<file path="src/rtl/vga_pkg.sv">
// Default 640x480@60 raster timing and helpers shared by the VGA timing blocks.
// Pure constants and functions: no logic, no latency.
package vga_pkg;

    localparam int DEF_H_ACTIVE = 640;
    localparam int DEF_H_FP     = 16;
    localparam int DEF_H_SYNC   = 96;
    localparam int DEF_H_BP     = 48;
    localparam int DEF_V_ACTIVE = 480;
    localparam int DEF_V_FP     = 10;
    localparam int DEF_V_SYNC   = 2;
    localparam int DEF_V_BP     = 33;
    localparam int DEF_CW       = 10;

    localparam int DEF_H_TOTAL  = DEF_H_ACTIVE + DEF_H_FP + DEF_H_SYNC + DEF_H_BP;
    localparam int DEF_V_TOTAL  = DEF_V_ACTIVE + DEF_V_FP + DEF_V_SYNC + DEF_V_BP;

    typedef logic [DEF_CW-1:0] coord_t;

    // Sync pulse occupies [active+fp, active+fp+sync) of each axis.
    function automatic int sync_start(input int active, input int fp);
        return active + fp;
    endfunction

    function automatic int sync_end(input int active, input int fp, input int sync);
        return active + fp + sync;
    endfunction

    localparam int DEF_H_SYNC_START = sync_start(DEF_H_ACTIVE, DEF_H_FP);
    localparam int DEF_H_SYNC_END   = sync_end(DEF_H_ACTIVE, DEF_H_FP, DEF_H_SYNC);
    localparam int DEF_V_SYNC_START = sync_start(DEF_V_ACTIVE, DEF_V_FP);
    localparam int DEF_V_SYNC_END   = sync_end(DEF_V_ACTIVE, DEF_V_FP, DEF_V_SYNC);

endpackage

</file>
<file path="src/rtl/vga_timing_gen_wrap_counter.sv">
// Modulo-MOD up counter; wrap is a combinational flag for the increment that returns to 0.
// Holds while en is low; synchronous active-high reset to 0.
module wrap_counter #(
    parameter int W   = 10,
    parameter int MOD = 800
) (
    input  logic         clk,
    input  logic         rst,
    input  logic         en,
    output logic [W-1:0] count,
    output logic         wrap
);

    assign wrap = en && (count == W'(MOD - 1));

    always_ff @(posedge clk) begin
        if (rst) begin
            count <= '0;
        end else if (en) begin
            count <= wrap ? '0 : count + W'(1);
        end
    end

endmodule

</file>
<file path="src/rtl/vga_timing_gen.sv">
// Raster timing source: h/v counters decoded into registered coordinates, active flag, syncs, strobes.
// One cycle from count to outputs; en low freezes everything and clears the strobes.
module vga_timing_gen
    import vga_pkg::*;
#(
    parameter int H_ACTIVE = DEF_H_ACTIVE,
    parameter int H_FP     = DEF_H_FP,
    parameter int H_SYNC   = DEF_H_SYNC,
    parameter int H_BP     = DEF_H_BP,
    parameter int V_ACTIVE = DEF_V_ACTIVE,
    parameter int V_FP     = DEF_V_FP,
    parameter int V_SYNC   = DEF_V_SYNC,
    parameter int V_BP     = DEF_V_BP,
    parameter bit H_POL    = 1'b0,
    parameter bit V_POL    = 1'b0,
    parameter int CW       = DEF_CW
) (
    input  logic          pixelClk,
    input  logic          rst,
    input  logic          en,
    output logic [CW-1:0] xCor,
    output logic [CW-1:0] yCor,
    output logic          dValid,
    output logic          hSync,
    output logic          vSync,
    output logic          frameStart,
    output logic          lineStart
);

    localparam int H_TOTAL = H_ACTIVE + H_FP + H_SYNC + H_BP;
    localparam int V_TOTAL = V_ACTIVE + V_FP + V_SYNC + V_BP;

    localparam logic [CW-1:0] H_ACT_C  = CW'(H_ACTIVE);
    localparam logic [CW-1:0] V_ACT_C  = CW'(V_ACTIVE);
    localparam logic [CW-1:0] HS_START = CW'(sync_start(H_ACTIVE, H_FP));
    localparam logic [CW-1:0] HS_END   = CW'(sync_end(H_ACTIVE, H_FP, H_SYNC));
    localparam logic [CW-1:0] VS_START = CW'(sync_start(V_ACTIVE, V_FP));
    localparam logic [CW-1:0] VS_END   = CW'(sync_end(V_ACTIVE, V_FP, V_SYNC));

    logic [CW-1:0] h_cnt;
    logic [CW-1:0] v_cnt;
    logic          h_wrap;
    logic          v_wrap;

    wrap_counter #(.W(CW), .MOD(H_TOTAL)) u_h_cnt (
        .clk   (pixelClk),
        .rst   (rst),
        .en    (en),
        .count (h_cnt),
        .wrap  (h_wrap)
    );

    wrap_counter #(.W(CW), .MOD(V_TOTAL)) u_v_cnt (
        .clk   (pixelClk),
        .rst   (rst),
        .en    (en && h_wrap),
        .count (v_cnt),
        .wrap  (v_wrap)
    );

    logic h_in_sync;
    logic v_in_sync;

    assign h_in_sync = (h_cnt >= HS_START) && (h_cnt < HS_END);
    assign v_in_sync = (v_cnt >= VS_START) && (v_cnt < VS_END);

    // Every output is taken from the same h_cnt/v_cnt snapshot so they stay coherent.
    always_ff @(posedge pixelClk) begin
        if (rst) begin
            xCor       <= '0;
            yCor       <= '0;
            dValid     <= 1'b0;
            hSync      <= ~H_POL;
            vSync      <= ~V_POL;
            frameStart <= 1'b0;
            lineStart  <= 1'b0;
        end else if (en) begin
            xCor       <= h_cnt;
            yCor       <= v_cnt;
            dValid     <= (h_cnt < H_ACT_C) && (v_cnt < V_ACT_C);
            hSync      <= h_in_sync ? H_POL : ~H_POL;
            vSync      <= v_in_sync ? V_POL : ~V_POL;
            frameStart <= (h_cnt == '0) && (v_cnt == '0);
            lineStart  <= (h_cnt == '0);
        end else begin
            frameStart <= 1'b0;
            lineStart  <= 1'b0;
        end
    end

endmodule

</file>
<file path="config.mk">
export PLATFORM = sky130hd
export DESIGN_NAME = vga_timing_gen
export DESIGN_NICKNAME = d
export VERILOG_FILES = /design/src/rtl/vga_pkg.sv /design/src/rtl/vga_timing_gen_wrap_counter.sv /design/src/rtl/vga_timing_gen.sv
export SDC_FILE = /design/constraint.sdc
export NUM_CORES = 1
export LEC_CHECK = 0
export ABC_AREA = 1
export BUFFER_PORTS_ARGS = -buffer_cell sky130_fd_sc_hd__buf_2
export CORE_ASPECT_RATIO = 1.75
export CORE_MARGIN = 2
export CORE_UTILIZATION = 35
export DETAILED_ROUTE_END_ITERATION = 10
export PLACE_DENSITY = 0.54
export SETUP_SLACK_MARGIN = 0.02
export SLEW_MARGIN = 15
export SYNTH_ARGS = -nofsm -noshare
export SYNTH_HDL_FRONTEND = slang
export SYNTH_SLANG_ARGS = --single-unit
</file>
<file path="constraint.sdc">
create_clock -name pixelClk -period 2.7 [get_ports pixelClk]
set_input_delay 0.135 -clock pixelClk [delete_from_list [all_inputs] [get_ports pixelClk]]
set_output_delay 0.135 -clock pixelClk [all_outputs]
set_load 0.02 [all_outputs]
</file>
# After elaboration in Yosys (flattened, before gate mapping)
# Index checks and enable logic that the tools add are counted.
word_totals:
  regBits: 45
  in_bits: 3
  out_inout_bits: 25
  elab_cells: 34
op_classes:
  addsub: 2
  order_cmp: 6
  n_eq_ne: 2
  muxes: 4
  bitwise: 1
  n_reduce_logical: 10
op_table:
  columns: ["cell", "n"]
  rows:
  - ["adder 10 x 1 -> 10 bit (second input constant)", 2]
  - ["equality test 10 bit (second input constant)", 2]
  - ["zero test 10 bit", 2]
  - ["less-than comparator 10 bit (second input constant)", 2]
  - ["less-than comparator 10 x 9 -> 1 bit (second input constant)", 2]
  - ["2-to-1 mux 10 bit", 2]
  - [">= comparator 10 bit (second input constant)", 1]
  - [">= comparator 10 x 9 -> 1 bit (second input constant)", 1]
  - ["logical AND 1 bit", 7]
  - ["2-to-1 mux 1 bit", 2]
  - ["OR reduction 2 bit", 1]
  - ["inverter 1 bit", 1]

# Longest topological paths before layout
logic_depth:
  word_depth: 5
  ltp_mapped: 10

# Hierarchy
# From an unflattened synthesis, not the netlist that was laid out.
hier_totals:
  cells_unflattened: 281
  area_unflattened_um2: 2093.3
modules_own_cells:
  columns: ["module", "instances", "cells_per_inst", "area_each_um2", "seq_area_each_um2"]
  rows:
  - ["vga_timing_gen", 1, 133, 1021.0, 500.5]
  - ["wrap_counter (u_v_cnt)", 1, 76, 540.5, 200.2]
  - ["wrap_counter (u_h_cnt)", 1, 72, 531.8, 200.2]

# Worst setup path after synthesis
# Ideal clock, no wire load.
synth_path:
  path_type: "reg2reg"
  start: "register u_h_cnt.count[0]"
  end: "register u_v_cnt.count[9]"
  setup_ps: 113
  arrival_time_ps: 1224
  t_required_ps: 2587
  slack_ps: 1363
  stages_incl_launch_ff: 11
  period_less_slack_ps: 1337
  cell_sequence: "dfxtp_1 > ha_1 > nand2_2 > nor2_4 > nand2_2 > nor2_4 > nand2_4 > nand2_4 > nand2_4 > nand2_1 > nor2_1"
synth_via:
  elab_chain_cells: 5
synth_rtl:
  columns: ["item", "line_no", "rtl"]
  rows:
  - ["from (decl)", "vga_timing_gen_wrap_counter.sv:10", "output logic [W-1:0] count,"]
  - ["from (signal assigned)", "vga_timing_gen_wrap_counter.sv:20", "count <= wrap ? '0 : count + W'(1);"]
  - ["equality test 10 bit *", "vga_timing_gen_wrap_counter.sv:14", "assign wrap = en && (count == W'(MOD - 1));"]
  - ["logical AND 1 bit *", "vga_timing_gen_wrap_counter.sv:14", null]
  - ["logical AND 1 bit *", "vga_timing_gen.sv:56", ".en (en && h_wrap),"]
  - ["logical AND 1 bit", "vga_timing_gen_wrap_counter.sv:14", null]
  - ["2-to-1 mux 10 bit", "vga_timing_gen_wrap_counter.sv:20", null]
  - ["to (signal assigned)", "vga_timing_gen_wrap_counter.sv:20", null]
  - ["to (decl)", "vga_timing_gen_wrap_counter.sv:10", null]
# Mark *: on every way between the ends. The rest lies on a longest branch, timed or not.
# A chain may end at the register's enable or synchronous reset.

# Final worst setup path
layout_path:
  start: "register u_h_cnt.count[1]"
  end: "register u_v_cnt.count[9]"
# The elaborated chain is that of the path after synthesis.

==> metrics <==
reg2reg end=u_v_cnt.count[9]; Final Hold Vio Count=0; max_cap viols=0; # diodes=0; Layout area overhead=12.9%; Slew HR=0.530; Initial Util=0.359; vias in the first global route=around 1,800; CP max stage cell=dfxtp_1; clock latency on the worst-skew pair=0.30 ns; initial detailed-routing violation count=97; boundary pin count=28; setup repair bufs after CTS=0; DP Area=between 2000 and 2500 um^2; HP Class=input pin to register; min-delay src=rst; Rows=37; syn_area_per_cell=roughly 7.4 um^2; vias=roughly 1,800; fin area=roughly 2300 um^2; Worst Path Max Fanout=6; fin crit share=0.565; RePlAce Congestion=a little under 0.9; GR Util All Layers=0.172; Worst setup EP type=register; Clock transition at path regs=approximately 0.080 ns; unrepaired setup endpoints after global routing=false; Worst VDD drop=between 200 and 300 uV; Setup Viol. Count Final=0; CP Capture Point=u_v_cnt.count[9]; largest net degree at the start of global routing=37; Final #Nets=between 300 and 400; CP max stage delay=0.38 ns; DR vias/cell=a little under 5; die height=around 110 um; H-tree Lvls=2; outcome=completed; remaining global-route overflow=0; Pint=0.000887 W; Combinational Power Share=0.088; Tightest Pin Transition=about 0.70 ns; hold buffers post-CTS=0; synth unique cells=27; drt pass-1 iters=4; post-cts sizing count=0; arrival time worst endpoint=~1.7 ns; share of cells above drive strength 1=0.197; DP HPWL=4130 um; critical path data required time=a little under 3 ns; Highest Clock Rate=around 0.66 GHz; Slew Limit Fails=0; number of synthesized register bits=between 40 and 50; IO buf count=27; setup TNS=0 ns; Critical Path Source=u_h_cnt.count[1]; CTS buffer count=5; CTS tree=yes; first-pass GRT wire length=approximately 8600 um; WL final=roughly 5300 um; Layout Skew=between 0.006 and 0.007 ns; reg-to-reg slack, setup=~1.2 ns; Core Area=around 5800 um^2; Root Driver=clkbuf_8; Worst R2R Path Depth=10; leak pwr=~1 nW; Yosys Warn Count=0; Post-Syn Instances=279; Remaining DRCs=0; Post-Syn Area=2080 um^2; CP most frequent cell=nand2_4; clk buf depth=2; min cycle time layout=1.53 ns; critical setup path kind=register to register; clock sink count=between 40 and 50; Seq pwr share=0.582; Worst setup SP type=register; Die Wd=just over 60 um; initial antenna violation count=0; worst r2r src=u_h_cnt.count[1]; Seq/Total Area, Yosys=0.433; drt wl/cell=between 10 and 15 um; Cell Pwr Density=approximately 510 nW/um^2; die area=approximately 6600 um^2; Post-DRT Antenna Nets=0; switch share=0.257; critical-path cell list=ha_1 -> nand2_2 -> nor2_4 -> nand2_2 -> nor2_4 -> nand2_4 -> nand2_4 -> nand2_4 -> nand2_1 -> nor2_1; P_sw=around 0.0003 W; Syn Nets=287; Clock power frac=0.330
-- power groups by stage --
stage / clock (W) / sequential, W / combinational, W
floorplan: 0 / 0.000734 / 0.0000520
global placement: 0 / 0.000710 / 0.000106
detailed placement: 0 / 0.000711 / 0.000106
CTS: 0.000409 / 0.000696 / 0.000107
global route: 0.000426 / 0.000698 / 0.000117
finish: 0.000394 / 0.000695 / 0.000105
-- cells in the mapped netlist (all sizes together) --
cell type / number / share of area
nand2: 61 / 0.13
dfxtp: 45 / 0.43
inv: 34 / 0.061
a21oi: 33 / 0.079
nor2: 33 / 0.078
o21ai: 24 / 0.061
nand3: 16 / 0.039
nand4: 7 / 0.024
clkbuf: 6 / 0.011
ha: 5 / 0.030
nor3: 4 / 0.014
buf: 3 / 0.011
xor2: 3 / 0.013
o2111ai: 2 / 0.0084
clkinv: 1 / 0.0042
nor3b: 1 / 0.0036
nor4: 1 / 0.0030
-- critical path: cells and delay by family (launching register included) --
kind                       cells  cell delay (ns)
adders and majority gates      1             0.22
and+or+nand+nor                9             0.84
DFF                            1             0.38
-- kinds of logic (layout without fill, tap and decap cells) --
kind of cell	count (synthesis)	count (layout)	share of synthesized area
adder cells (fa/ha/maj)	5	5	0.0301
XOR/XNOR	3	3	0.0126
AO/OA/AOI/OAI	59	59	0.149
buffers and inverters	44	69	0.0873
AND/OR/NAND/NOR	123	123	0.287
flip-flops	45	45	0.433
-- layout by cell type (no fill, tap or decap) --
cell / n
nand2_4: 3
buf_2: 27
nor3_2: 2
nand2_2: 4
clkinv_2: 1
inv_1: 30
nor4_1: 1
o21ai_0: 22
nand4_2: 1
nand2_1: 54
xor2_1: 3
dfxtp_1: 45
nor3b_1: 1
nor3_1: 2
clkinv_4: 1
o2111ai_1: 2
clkbuf_8: 5
inv_2: 4
nand3_1: 16
buf_4: 1
ha_1: 5
o21ai_2: 2
nand4_1: 6
a21oi_1: 33
nor2_4: 3
nor2_1: 24
nor2_2: 6
-- stage by stage --
stage | total power [W] | utilization | hold WS, ns | cells | worst slack [ns]
detailed placement | 0.000817 | 0.393 | 0.455 | 376 | 1.17
global route | 0.00124 | 0.406 | 0.182 | 382 | 1.02
floorplan | 0.000786 | - | 0.211 | 279 | 1.36
finish | 0.00119 | 0.406 | 0.158 | 382 | 1.17
CTS | 0.00121 | 0.406 | 0.153 | 382 | 1.16
global placement | 0.000817 | 0.393 | 0.451 | 376 | 1.20
-- registers in the layout, indices dropped and copies added (netlist names) --
signal / cells
u_h_cnt.count: 10
u_v_cnt.count: 10
xCor: 10
yCor: 10
dValid: 1
frameStart: 1
hSync: 1
lineStart: 1
vSync: 1
-- area by class of cell --
| class | instances | area [um^2] |
|---|---|---|
| multi-input combinational | 190 | 996 |
| tap | 78 | 97.6 |
| sequential | 45 | 901 |
| fill | 648 | 3440 |
| clock buffer | 5 | 68.8 |
| inverter | 35 | 136 |
| clock inverter | 1 | 5.00 |
| timing repair buffer | 28 | 143 |
-- worst min path at each step --
stage / endpoint / slack [ns] / depth (start not counted)
CTS: u_h_cnt.count[6] / 0.15 / 2
global placement: xCor[0] / 0.45 / 2
finish: u_h_cnt.count[6] / 0.16 / 2
floorplan: u_h_cnt.count[2] / 0.21 / 1
global route: xCor[0] / 0.18 / 2
detailed placement: xCor[0] / 0.46 / 2
-- layer usage --
layer | share of wire | GRT usage | vias up | wire (um)
li1 | - | - | 956 | -
met1 | 0.34 | 0.155 | 834 | 1800
met2 | 0.59 | 0.335 | 36 | 3140
met3 | 0.031 | 0.0328 | 17 | 165
met4 | 0.044 | 0.124 | 0 | 237
met5 | 0 | 0 | - | 0
Power figures use the tool's default switching activity.
